[config.mk]
export PLATFORM = sky130hd
export DESIGN_NAME = hazard_unit_flat
export DESIGN_NICKNAME = d
export VERILOG_FILES = /design/src/rtl/hazard_unit_if.sv /design/src/rtl/hazard_unit.sv /design/src/flat_wrapper.sv
export SDC_FILE = /design/constraint.sdc
export NUM_CORES = 1
export LEC_CHECK = 0
export CORE_MARGIN = 8
export CORE_UTILIZATION = 45
export DETAILED_ROUTE_END_ITERATION = 16
export GPL_ROUTABILITY_DRIVEN = 0
export PLACE_DENSITY_LB_ADDON = 0.15
export RECOVER_POWER = 100
export SYNTH_ARGS = -nofsm -noshare
export SYNTH_HDL_FRONTEND = slang
export SYNTH_SLANG_ARGS = --single-unit
[constraint.sdc]
create_clock -name clk_i -period 2.6 [get_ports clk_i]
set_input_delay 0.39 -clock clk_i [delete_from_list [all_inputs] [get_ports clk_i]]
set_output_delay 0.39 -clock clk_i [all_outputs]
set_load 0.02 [all_outputs]
[src/rtl/hazard_unit_if.sv]
// Pipeline-side signal bundle for the hazard unit: ID/EX/MEM hazard sources in,
// stall/flush controls and bubble-gated control fields out.
interface hazard_unit_if #(
   parameter int REG_ADDR_W = 6
);
   logic [REG_ADDR_W-1:0] IFID_RsAddr_i;
   logic [REG_ADDR_W-1:0] IFID_RtAddr_i;
   logic                  ID_UsesRt_i;
   logic                  ID_Branch_i;
   logic                  ID_BranchTaken_i;
   logic                  ID_Jump_i;
   logic                  IDEX_MemRead_i;
   logic                  IDEX_RegWrite_i;
   logic [REG_ADDR_W-1:0] IDEX_DstAddr_i;
   logic                  EXMEM_MemRead_i;
   logic [REG_ADDR_W-1:0] EXMEM_DstAddr_i;
   logic [1:0]            WB_i;
   logic [1:0]            MEM_i;
   logic [3:0]            EX_i;
   logic [1:0]            WB_o;
   logic [1:0]            MEM_o;
   logic [3:0]            EX_o;
   logic                  PC_Write_o;
   logic                  IFID_Write_o;
   logic                  IFID_Flush_o;

   // Pipeline side: drives hazard sources, consumes controls.
   modport master (
      output IFID_RsAddr_i, IFID_RtAddr_i, ID_UsesRt_i, ID_Branch_i, ID_BranchTaken_i,
             ID_Jump_i, IDEX_MemRead_i, IDEX_RegWrite_i, IDEX_DstAddr_i,
             EXMEM_MemRead_i, EXMEM_DstAddr_i, WB_i, MEM_i, EX_i,
      input  WB_o, MEM_o, EX_o, PC_Write_o, IFID_Write_o, IFID_Flush_o
   );

   // Hazard unit side.
   modport slave (
      input  IFID_RsAddr_i, IFID_RtAddr_i, ID_UsesRt_i, ID_Branch_i, ID_BranchTaken_i,
             ID_Jump_i, IDEX_MemRead_i, IDEX_RegWrite_i, IDEX_DstAddr_i,
             EXMEM_MemRead_i, EXMEM_DstAddr_i, WB_i, MEM_i, EX_i,
      output WB_o, MEM_o, EX_o, PC_Write_o, IFID_Write_o, IFID_Flush_o
   );
endinterface

[src/rtl/hazard_unit.sv]
// Load-use / branch-operand hazard detection with stall, bubble and flush control,
// plus saturating stall and flush event counters.
module hazard_unit #(
   parameter int REG_ADDR_W = 6,
   parameter int CNT_W      = 32
) (
   input  logic             clk_i,
   input  logic             rst_i,
   hazard_unit_if.slave     hz,
   output logic [CNT_W-1:0] stall_cnt_o,
   output logic [CNT_W-1:0] flush_cnt_o
);

   typedef enum logic {RUN, STALL_BR} state_t;

   state_t state_q, state_nxt;
   logic   h_lu, h_bex, h_bmm;
   logic   stall, flush;

   // Register 0 is hard-wired, so it never carries a dependency.
   function automatic logic match(input logic [REG_ADDR_W-1:0] d,
                                  input logic [REG_ADDR_W-1:0] rs,
                                  input logic [REG_ADDR_W-1:0] rt,
                                  input logic                  uses_rt);
      return (d != '0) && ((d == rs) || (uses_rt && (d == rt)));
   endfunction

   assign h_lu  = hz.IDEX_MemRead_i &&
                  match(hz.IDEX_DstAddr_i, hz.IFID_RsAddr_i, hz.IFID_RtAddr_i, hz.ID_UsesRt_i);
   assign h_bex = hz.ID_Branch_i && hz.IDEX_RegWrite_i &&
                  match(hz.IDEX_DstAddr_i, hz.IFID_RsAddr_i, hz.IFID_RtAddr_i, hz.ID_UsesRt_i);
   assign h_bmm = hz.ID_Branch_i && hz.EXMEM_MemRead_i &&
                  match(hz.EXMEM_DstAddr_i, hz.IFID_RsAddr_i, hz.IFID_RtAddr_i, hz.ID_UsesRt_i);

   always_comb begin
      // NOTE: every signal gets a default first so no path leaves it unassigned (no latch).
      state_nxt = state_q;
      stall     = 1'b0;
      unique case (state_q)
         RUN: begin
            stall = h_lu | h_bex | h_bmm;
            // A load feeding a branch needs a second bubble: the value arrives only after MEM.
            if (h_lu && hz.ID_Branch_i) state_nxt = STALL_BR;
         end
         STALL_BR: begin
            stall     = 1'b1;
            state_nxt = RUN;
         end
         default: state_nxt = RUN;
      endcase

      // Stall wins over flush: the branch must re-resolve once its operands are fresh.
      flush = !stall && (hz.ID_BranchTaken_i || hz.ID_Jump_i);

      if (rst_i) begin
         hz.PC_Write_o   = 1'b0;
         hz.IFID_Write_o = 1'b0;
         hz.IFID_Flush_o = 1'b1;
         hz.WB_o         = '0;
         hz.MEM_o        = '0;
         hz.EX_o         = '0;
      end else begin
         hz.PC_Write_o   = !stall;
         hz.IFID_Write_o = !stall;
         hz.IFID_Flush_o = flush;
         hz.WB_o         = stall ? 2'b00   : hz.WB_i;
         hz.MEM_o        = stall ? 2'b00   : hz.MEM_i;
         hz.EX_o         = stall ? 4'b0000 : hz.EX_i;
      end
   end

   always_ff @(posedge clk_i) begin
      // NOTE: sequential state uses non-blocking assignments so all registers update together.
      if (rst_i) begin
         state_q     <= RUN;
         stall_cnt_o <= '0;
         flush_cnt_o <= '0;
      end else begin
         state_q <= state_nxt;
         if (stall && (stall_cnt_o != '1)) stall_cnt_o <= stall_cnt_o + CNT_W'(1);
         if (flush && (flush_cnt_o != '1)) flush_cnt_o <= flush_cnt_o + CNT_W'(1);
      end
   end

endmodule
[src/flat_wrapper.sv]
// flat-port wrapper written by rule: the top's interface ports become plain ports
module hazard_unit_flat 
#(
   parameter int REG_ADDR_W = 6,
   parameter int CNT_W      = 32
)
  (clk_i, rst_i, stall_cnt_o, flush_cnt_o, hz_IFID_RsAddr_i, hz_IFID_RtAddr_i, hz_ID_UsesRt_i, hz_ID_Branch_i, hz_ID_BranchTaken_i, hz_ID_Jump_i, hz_IDEX_MemRead_i, hz_IDEX_RegWrite_i, hz_IDEX_DstAddr_i, hz_EXMEM_MemRead_i, hz_EXMEM_DstAddr_i, hz_WB_i, hz_MEM_i, hz_EX_i, hz_WB_o, hz_MEM_o, hz_EX_o, hz_PC_Write_o, hz_IFID_Write_o, hz_IFID_Flush_o);
  hazard_unit_if #(.REG_ADDR_W(REG_ADDR_W)) hz_i ();
  input  logic clk_i;
  input  logic rst_i;
  output logic [CNT_W-1:0] stall_cnt_o;
  output logic [CNT_W-1:0] flush_cnt_o;
  input wire logic [$bits(hz_i.IFID_RsAddr_i)-1:0] hz_IFID_RsAddr_i;
  input wire logic [$bits(hz_i.IFID_RtAddr_i)-1:0] hz_IFID_RtAddr_i;
  input wire logic [$bits(hz_i.ID_UsesRt_i)-1:0] hz_ID_UsesRt_i;
  input wire logic [$bits(hz_i.ID_Branch_i)-1:0] hz_ID_Branch_i;
  input wire logic [$bits(hz_i.ID_BranchTaken_i)-1:0] hz_ID_BranchTaken_i;
  input wire logic [$bits(hz_i.ID_Jump_i)-1:0] hz_ID_Jump_i;
  input wire logic [$bits(hz_i.IDEX_MemRead_i)-1:0] hz_IDEX_MemRead_i;
  input wire logic [$bits(hz_i.IDEX_RegWrite_i)-1:0] hz_IDEX_RegWrite_i;
  input wire logic [$bits(hz_i.IDEX_DstAddr_i)-1:0] hz_IDEX_DstAddr_i;
  input wire logic [$bits(hz_i.EXMEM_MemRead_i)-1:0] hz_EXMEM_MemRead_i;
  input wire logic [$bits(hz_i.EXMEM_DstAddr_i)-1:0] hz_EXMEM_DstAddr_i;
  input wire logic [$bits(hz_i.WB_i)-1:0] hz_WB_i;
  input wire logic [$bits(hz_i.MEM_i)-1:0] hz_MEM_i;
  input wire logic [$bits(hz_i.EX_i)-1:0] hz_EX_i;
  output wire logic [$bits(hz_i.WB_o)-1:0] hz_WB_o;
  output wire logic [$bits(hz_i.MEM_o)-1:0] hz_MEM_o;
  output wire logic [$bits(hz_i.EX_o)-1:0] hz_EX_o;
  output wire logic [$bits(hz_i.PC_Write_o)-1:0] hz_PC_Write_o;
  output wire logic [$bits(hz_i.IFID_Write_o)-1:0] hz_IFID_Write_o;
  output wire logic [$bits(hz_i.IFID_Flush_o)-1:0] hz_IFID_Flush_o;
  assign hz_i.IFID_RsAddr_i = hz_IFID_RsAddr_i;
  assign hz_i.IFID_RtAddr_i = hz_IFID_RtAddr_i;
  assign hz_i.ID_UsesRt_i = hz_ID_UsesRt_i;
  assign hz_i.ID_Branch_i = hz_ID_Branch_i;
  assign hz_i.ID_BranchTaken_i = hz_ID_BranchTaken_i;
  assign hz_i.ID_Jump_i = hz_ID_Jump_i;
  assign hz_i.IDEX_MemRead_i = hz_IDEX_MemRead_i;
  assign hz_i.IDEX_RegWrite_i = hz_IDEX_RegWrite_i;
  assign hz_i.IDEX_DstAddr_i = hz_IDEX_DstAddr_i;
  assign hz_i.EXMEM_MemRead_i = hz_EXMEM_MemRead_i;
  assign hz_i.EXMEM_DstAddr_i = hz_EXMEM_DstAddr_i;
  assign hz_i.WB_i = hz_WB_i;
  assign hz_i.MEM_i = hz_MEM_i;
  assign hz_i.EX_i = hz_EX_i;
  assign hz_WB_o = hz_i.WB_o;
  assign hz_MEM_o = hz_i.MEM_o;
  assign hz_EX_o = hz_i.EX_o;
  assign hz_PC_Write_o = hz_i.PC_Write_o;
  assign hz_IFID_Write_o = hz_i.IFID_Write_o;
  assign hz_IFID_Flush_o = hz_i.IFID_Flush_o;
  hazard_unit #(.REG_ADDR_W(REG_ADDR_W), .CNT_W(CNT_W)) u_core (.clk_i(clk_i), .rst_i(rst_i), .hz(hz_i), .stall_cnt_o(stall_cnt_o), .flush_cnt_o(flush_cnt_o));
endmodule
* Word-level counts from Yosys, hierarchy flattened
Cells that the tools add are included.
Operators by class: add/sub/neg operators 2, equal/unequal tests 6, mux-type cells 11, bitwise operators 3, reductions and logical operators 19
Operators with widths (number):
- $add 32x1->32 const B | 2
- $ne 32x32->1 const B | 2
- $eq 6x6->1 | 4
- $logic_and 1x1->1 | 13
- $reduce_bool 6->1 | 2
- $mux 2 | 4
- $mux 4 | 2
- $pmux 1 s2 | 2
- $logic_or 1x1->1 | 3
- $mux 1 | 3
- $or 1x1->1 | 2
- $logic_not 1->1 | 1
- $not 1->1 | 1
Word-level totals: register bits after elaboration 65, bits of input ports 41, output and inout bits 75, logic and storage cells 44

* Longest topological paths before layout
depth in word-level cells 11, mapped depth 10, mapped depth without buffers 7

* Least setup slack after synthesis
No wires, ideal clock.
path type input port to output port, from input port hz_EXMEM_DstAddr_i[1], to output port hz_EX_o[0], arrival time 2.364 ns, data required time 2.210 ns, slack -0.154 ns, stages on the path 6, cell sequence or4_1 o311a_1 a221oi_2 nor2b_1 clkbuf_1 and2_1
Between the ends: word-level cells in the longest chain between the ends 9, elaborated cells on any way between the ends 11, classes of those cells eq/ne (2); mux (3); bitwise (1); reduce/logical (5)
Ends and longest elaborated chain:
- start: declaration | line flat_wrapper.sv:23 | input wire logic [$bits(hz_i.EXMEM_DstAddr_i)-1:0] hz_EXMEM_DstAddr_i;
- $eq 6x6->1 | line hazard_unit.sv:25 | return (d != '0) && ((d == rs) || (uses_rt && (d == rt)));
- $logic_and 1x1->1 | line hazard_unit.sv:25
- $logic_or 1x1->1 | line hazard_unit.sv:25
- $logic_and 1x1->1 (*) | line hazard_unit.sv:25
- $logic_and 1x1->1 (*) | line hazard_unit.sv:32 | assign h_bmm = hz.ID_Branch_i && hz.EXMEM_MemRead_i &&
- $or 1x1->1 (*) | line hazard_unit.sv:41 | stall = h_lu | h_bex | h_bmm;
- $pmux 1 s2 (*) | line hazard_unit.sv:39 | unique case (state_q)
- $mux 4 (*) | line hazard_unit.sv:68 | hz.EX_o = stall ? 4'b0000 : hz.EX_i;
- $mux 4 (*) | line hazard_unit.sv:55 | if (rst_i) begin
- end: declaration | line flat_wrapper.sv:29 | output wire logic [$bits(hz_i.EX_o)-1:0] hz_EX_o;
Every way passes the cells marked *; elsewhere a longest branch is shown, timed or not.

* Worst setup path after layout
from input port hz_EXMEM_DstAddr_i[0], to output port hz_WB_o[1]
Between the ends: word-level cells in the longest chain between the ends 9, elaborated cells on any way between the ends 11, classes of those cells eq/ne (2); mux (3); bitwise (1); reduce/logical (5)
Ends and longest elaborated chain:
- $eq 6x6->1 | line hazard_unit.sv:25
- $logic_and 1x1->1 | line hazard_unit.sv:25
- $logic_or 1x1->1 | line hazard_unit.sv:25
- $logic_and 1x1->1 (*) | line hazard_unit.sv:25
- $logic_and 1x1->1 (*) | line hazard_unit.sv:32
- $or 1x1->1 (*) | line hazard_unit.sv:41
- $pmux 1 s2 (*) | line hazard_unit.sv:39
- $mux 2 (*) | line hazard_unit.sv:66 | hz.WB_o = stall ? 2'b00 : hz.WB_i;
- $mux 2 (*) | line hazard_unit.sv:55
- end: declaration | line flat_wrapper.sv:27 | output wire logic [$bits(hz_i.WB_o)-1:0] hz_WB_o;
Marked as above.

==> metrics.md <==
| Metric | Value |
|---|---|
| Run status | finished, violations left |
| Failing checks | negative setup slack |
| Dominant cell type by area after synthesis | dfxtp_1 |
| Final hold slack | roughly 0.48 ns |
| Worst rel slew slack | 54.7% |
| Maximum fanout encountered on the critical timing path | 5 |
| Synthesized net count | roughly 480 |
| Root buffer selected by CTS | clkbuf_8 |
| Number of nets at the end of the flow | 615 |
| FF-to-FF End | u_core.flush_cnt_o[10] |
| Cell breakdown of the critical path | buf_6, or4_4, o311a_4, a221oi_4, nor2b_4, buf_6, and2_4, buf_6 |
| Number of distinct library cells after synthesis | 39 |
| Initial antenna violation count | 0 |
| RSZ-0062 raised after global routing | yes |
| WHS Endpoint | u_core.state_q |
| Family with the most delay on the worst path | simple AND/OR/NAND/NOR gates |
| Total standard cell area after synthesis | about 3600 µm² |
| Crit end category | output pin |
| Overall overflow remaining after global route | 0 |
| Final count of hold timing violations | 0 |
| Pins Over Slew Limit | 0 |
| Num CTS Buffers | 9 |
| Number of stages on the worst hold path | 1 |
| Worst Path Class, Setup | input port to output pin |
| Floorplan die area | ~11000 µm² |
| Signed area change from the synthesized netlist to the final layout | 47.3% |
| Setup slack of the worst register-to-register path | between 0.3 and 0.4 ns |
| Startpoint type of the worst setup path | input port |
| Post-synth ARST share | 0% |
| Hold Crit Start | u_core.state_q |
| Fraction of final layout cells sized beyond drive strength 1 | around 14% |
| Final core utilization | approximately 68% |
| Cells on worst reg2reg path | 9 |
| Final setup skew | 0.0116 ns |
| First-pass DRT Iterations | 4 |
| Total Routed Length | between 10000 and 15000 µm |
| Routed wire per std cell | between 15 and 20 µm |
| Largest family of logic cells by synthesized area | simple AND/OR/NAND/NOR gates |
| Areal power density over the cells | slightly above 400 nW/µm² |
| Count of buffer and inverter cells on the critical path | 3 |
| Row count | 32 |
| Number of remaining DRC errors | 0 |
| Total via count after detailed routing | ~3600 |
| Delay of the slowest cell on the worst path | ~0.52 ns |
| Area fraction of the dominant cell type after synthesis | between 30% and 40% |
| Max-Cap Viols | 0 |
| Max Clock Freq | 381 MHz |
| Beginning of the worst register-to-register path | u_core.flush_cnt_o[6] |
| Wire length of the first global-routing pass | roughly 17000 µm |
| Required time of the worst setup path | 2.21 ns |
| Number of enable-type register cells in the synthesized netlist | 0 |
| Pin slew with the least headroom to its limit | 0.680 ns |
| Overall global routing resource usage | about 18% |
| Initial DRC Count | 139 |
| Total negative slack for setup checks | -0.138 ns |
| Number of global-route vias before repair | around 3500 |
| Minimum period implied by the final worst setup slack | ~2.6 ns |
| Fraction of the yosys area taken by sequential cells | about 36% |
| Critical path data arrival time | ~2.2 ns |
| Maximum ir drop on the vdd rail | between 0.2 and 0.3 mV |
| Total placed cells including tap cells | 657 |
| Number of cells produced by synthesis | roughly 440 |
| Cell with the largest stage delay on the worst path | or4_4 |
| Diode insertion count for antenna repair | 0 |
| Number of levels in the clock H-tree | 3 |
| Minimum setup slack in the final design | -0.0217 ns |
| CP most frequent cell | buf_6 |
| Initial standard-cell utilization of the core | a little under half |
| Maximum number of pins on one net before global-route repair | 70 |
| Skew-Pair Late Insertion Delay | 0.34 ns |
| Top-level I/O count | 116 |
| Most used DFF post-synth | dfxtp_1 |
| Horizontal die dimension | 105 µm |
| Share of the synthesized area in compound gates (AO/OA/AOI/OAI) | under 10% |
| Adder-cell share of the synthesized area | 0.702% |
| Placed wire-length estimate after detailed placement | roughly 7500 µm |
| Port bufs | 115 |
| Number of endpoints failing setup at the final stage | 9 |
| Final worst path period share | 101% |
| Clk buf depth | 2 |
| Leakage power total | 2.15 nW |
| Post-synthesis share of cell area spent on and, or, nand and nor gates | 35.6% |
| Hold/Removal Path Class | register to register |
| Routed vias/inst | about 5.4 |
| Clock transition at the registers of the reported paths | 0.06 ns |
| Average size of a mapped cell | a little over 8 µm² |
| Largest cells by area after synthesis | dfxtp_1 36%, xnor2_1 11%, xor2_1 7.1%, nor2_1 6.4%, nand3_1 5.3% |
| Post-DRT Antenna Nets | 0 |
| Final Instance Count excl. Fillers | just under 700 |
| Multiplexer share of the synthesized area | 0.281% |
| TritonCTS clock tree | built |
| Hold buffer count at CTS | 0 |
| Y dimension of the die | around 110 µm |
| Core Box Area | approximately 7700 µm² |
| Synth warn | 0 |
| Clock tree sinks | between 60 and 70 |
| Synthesized-area fraction occupied by xor and xnor cells | between 10% and 20% |
| Number of register bits inferred by synthesis | 65 |
worst register-to-register path, cell delays in order, from the launching register on:
cell and delay [ns]:
dfxtp_1 0.42, nand4_1 0.18, nor4_1 0.32, buf_4 0.18
and2_0 0.31, a211oi_1 0.17, buf_4 0.22, nand3_1 0.11
xor2_1 0.16, nor2_1 0.06
state kept, by name (all words and copies together) (netlist names):
signal / flops
u_core.flush_cnt_o: 32
u_core.state_q: 1
u_core.stall_cnt_o: 32
cells in the final DEF, fill, tap and decap left out, drive strengths merged, types with 3 or more instances in the layout:
master	synthesis	layout
dlymetal6s2s	0	6
or4	4	4
nand2	23	23
nand4	27	27
nand3	39	39
clkbuf	16	11
nor2b	3	3
xor2	29	29
and4	4	4
nor2	61	61
clkinv	0	4
xnor2	44	44
and2	13	13
clkdlybuf4s50	0	30
nor4	16	16
a21oi	13	13
buf	8	44
or2	5	5
nor3	8	8
or3	8	8
nand3b	3	3
o21ai	12	12
dlygate4sd3	0	62
dfxtp	65	65
and3	24	24
synthesized netlist by cell type, types with 2 or more instances:
| library cell | n |
|---|---|
| nor4_1 | 16 |
| or4_1 | 4 |
| and4_1 | 4 |
| nor4b_1 | 2 |
| o21ai_0 | 12 |
| or2_2 | 4 |
| and3_1 | 24 |
| nor3_1 | 8 |
| clkbuf_1 | 16 |
| and2_1 | 12 |
| nand2_1 | 23 |
| buf_2 | 3 |
| nand3b_1 | 3 |
| nand3_1 | 38 |
| nor2_1 | 61 |
| a21oi_1 | 13 |
| xnor2_1 | 44 |
| xor2_1 | 29 |
| ha_1 | 2 |
| nor2b_1 | 3 |
| o22ai_1 | 2 |
| dfxtp_1 | 65 |
| nand4_1 | 27 |
| or3_1 | 8 |
| buf_4 | 4 |
layer usage:
layer | global-route usage [%] | wire (µm) | up-vias
met3 | 4.55 | 518 | 8
li1 | - | - | 1821
met1 | 20.3 | 4580 | 1724
met5 | 0 | 0 | -
met2 | 32.0 | 5470 | 94
met4 | 6.12 | 97 | 0
metrics by stage:
stage          power (mW)  worst slack [ns]  cell area [µm²]
6_report             2.16           -0.0217             5250
5_1_grt              2.24           -0.0978             5250
4_1_cts              2.18           -0.0454             5180
3_5_place_dp         1.28            -0.811             4910
3_3_place_gp         1.28            -0.780             4910
2_1_floorplan        1.15           0.00267             3570
cell families (layout without fill, tap and decap cells):
kind of cell,Yosys count,after routing
buffers and inverters,25,161
DFF,65,65
adders and majority gates,2,2
AOI/OAI and AO/OA,34,34
and+or+nand+nor,241,241
muxes,1,1
xor gates and xnor gates,73,73
worst max-delay path by stage:
stage | from | to | slack (ns) | cells past startpoint
global placement | hz_EXMEM_DstAddr_i[1] | hz_MEM_o[1] | -0.78 | 8
finish | hz_EXMEM_DstAddr_i[0] | hz_WB_o[1] | -0.02 | 8
CTS | hz_EXMEM_DstAddr_i[0] | hz_MEM_o[0] | -0.05 | 8
global route | hz_IFID_RtAddr_i[1] | u_core.stall_cnt_o[26] | -0.1 | 11
floorplan | hz_EXMEM_DstAddr_i[1] | hz_EX_o[0] | 0.003 | 6
detailed placement | hz_EXMEM_DstAddr_i[1] | hz_EX_o[1] | -0.81 | 8
layout make-up:
cell class              count  area, µm²
clock buffers              10        138
fillers                   651       2440
well taps                 102        128
repair buffers            144       1390
inverters                   1       3.75
clock inverters             6       66.3
multi-input cells         351       2230
flip-flops and latches     65       1300
where the power goes:
group	switching, mW	total, mW	internal, mW
sequential	0.00847	1.01	1.00
clock	0.405	0.877	0.472
combinational	0.127	0.272	0.145
total	0.540	2.16	1.62
timing repair:
item                                    4_1_cts  5_1_grt
endpoints found under the setup margin       75       18
setup buffers                                 2        3
endpoints found under the hold margin         0        0
gates resized for setup                      93       12
pin swaps                                    13        5
gates cloned                                  1        0
Note: power is estimated with default switching activity, not from simulation.
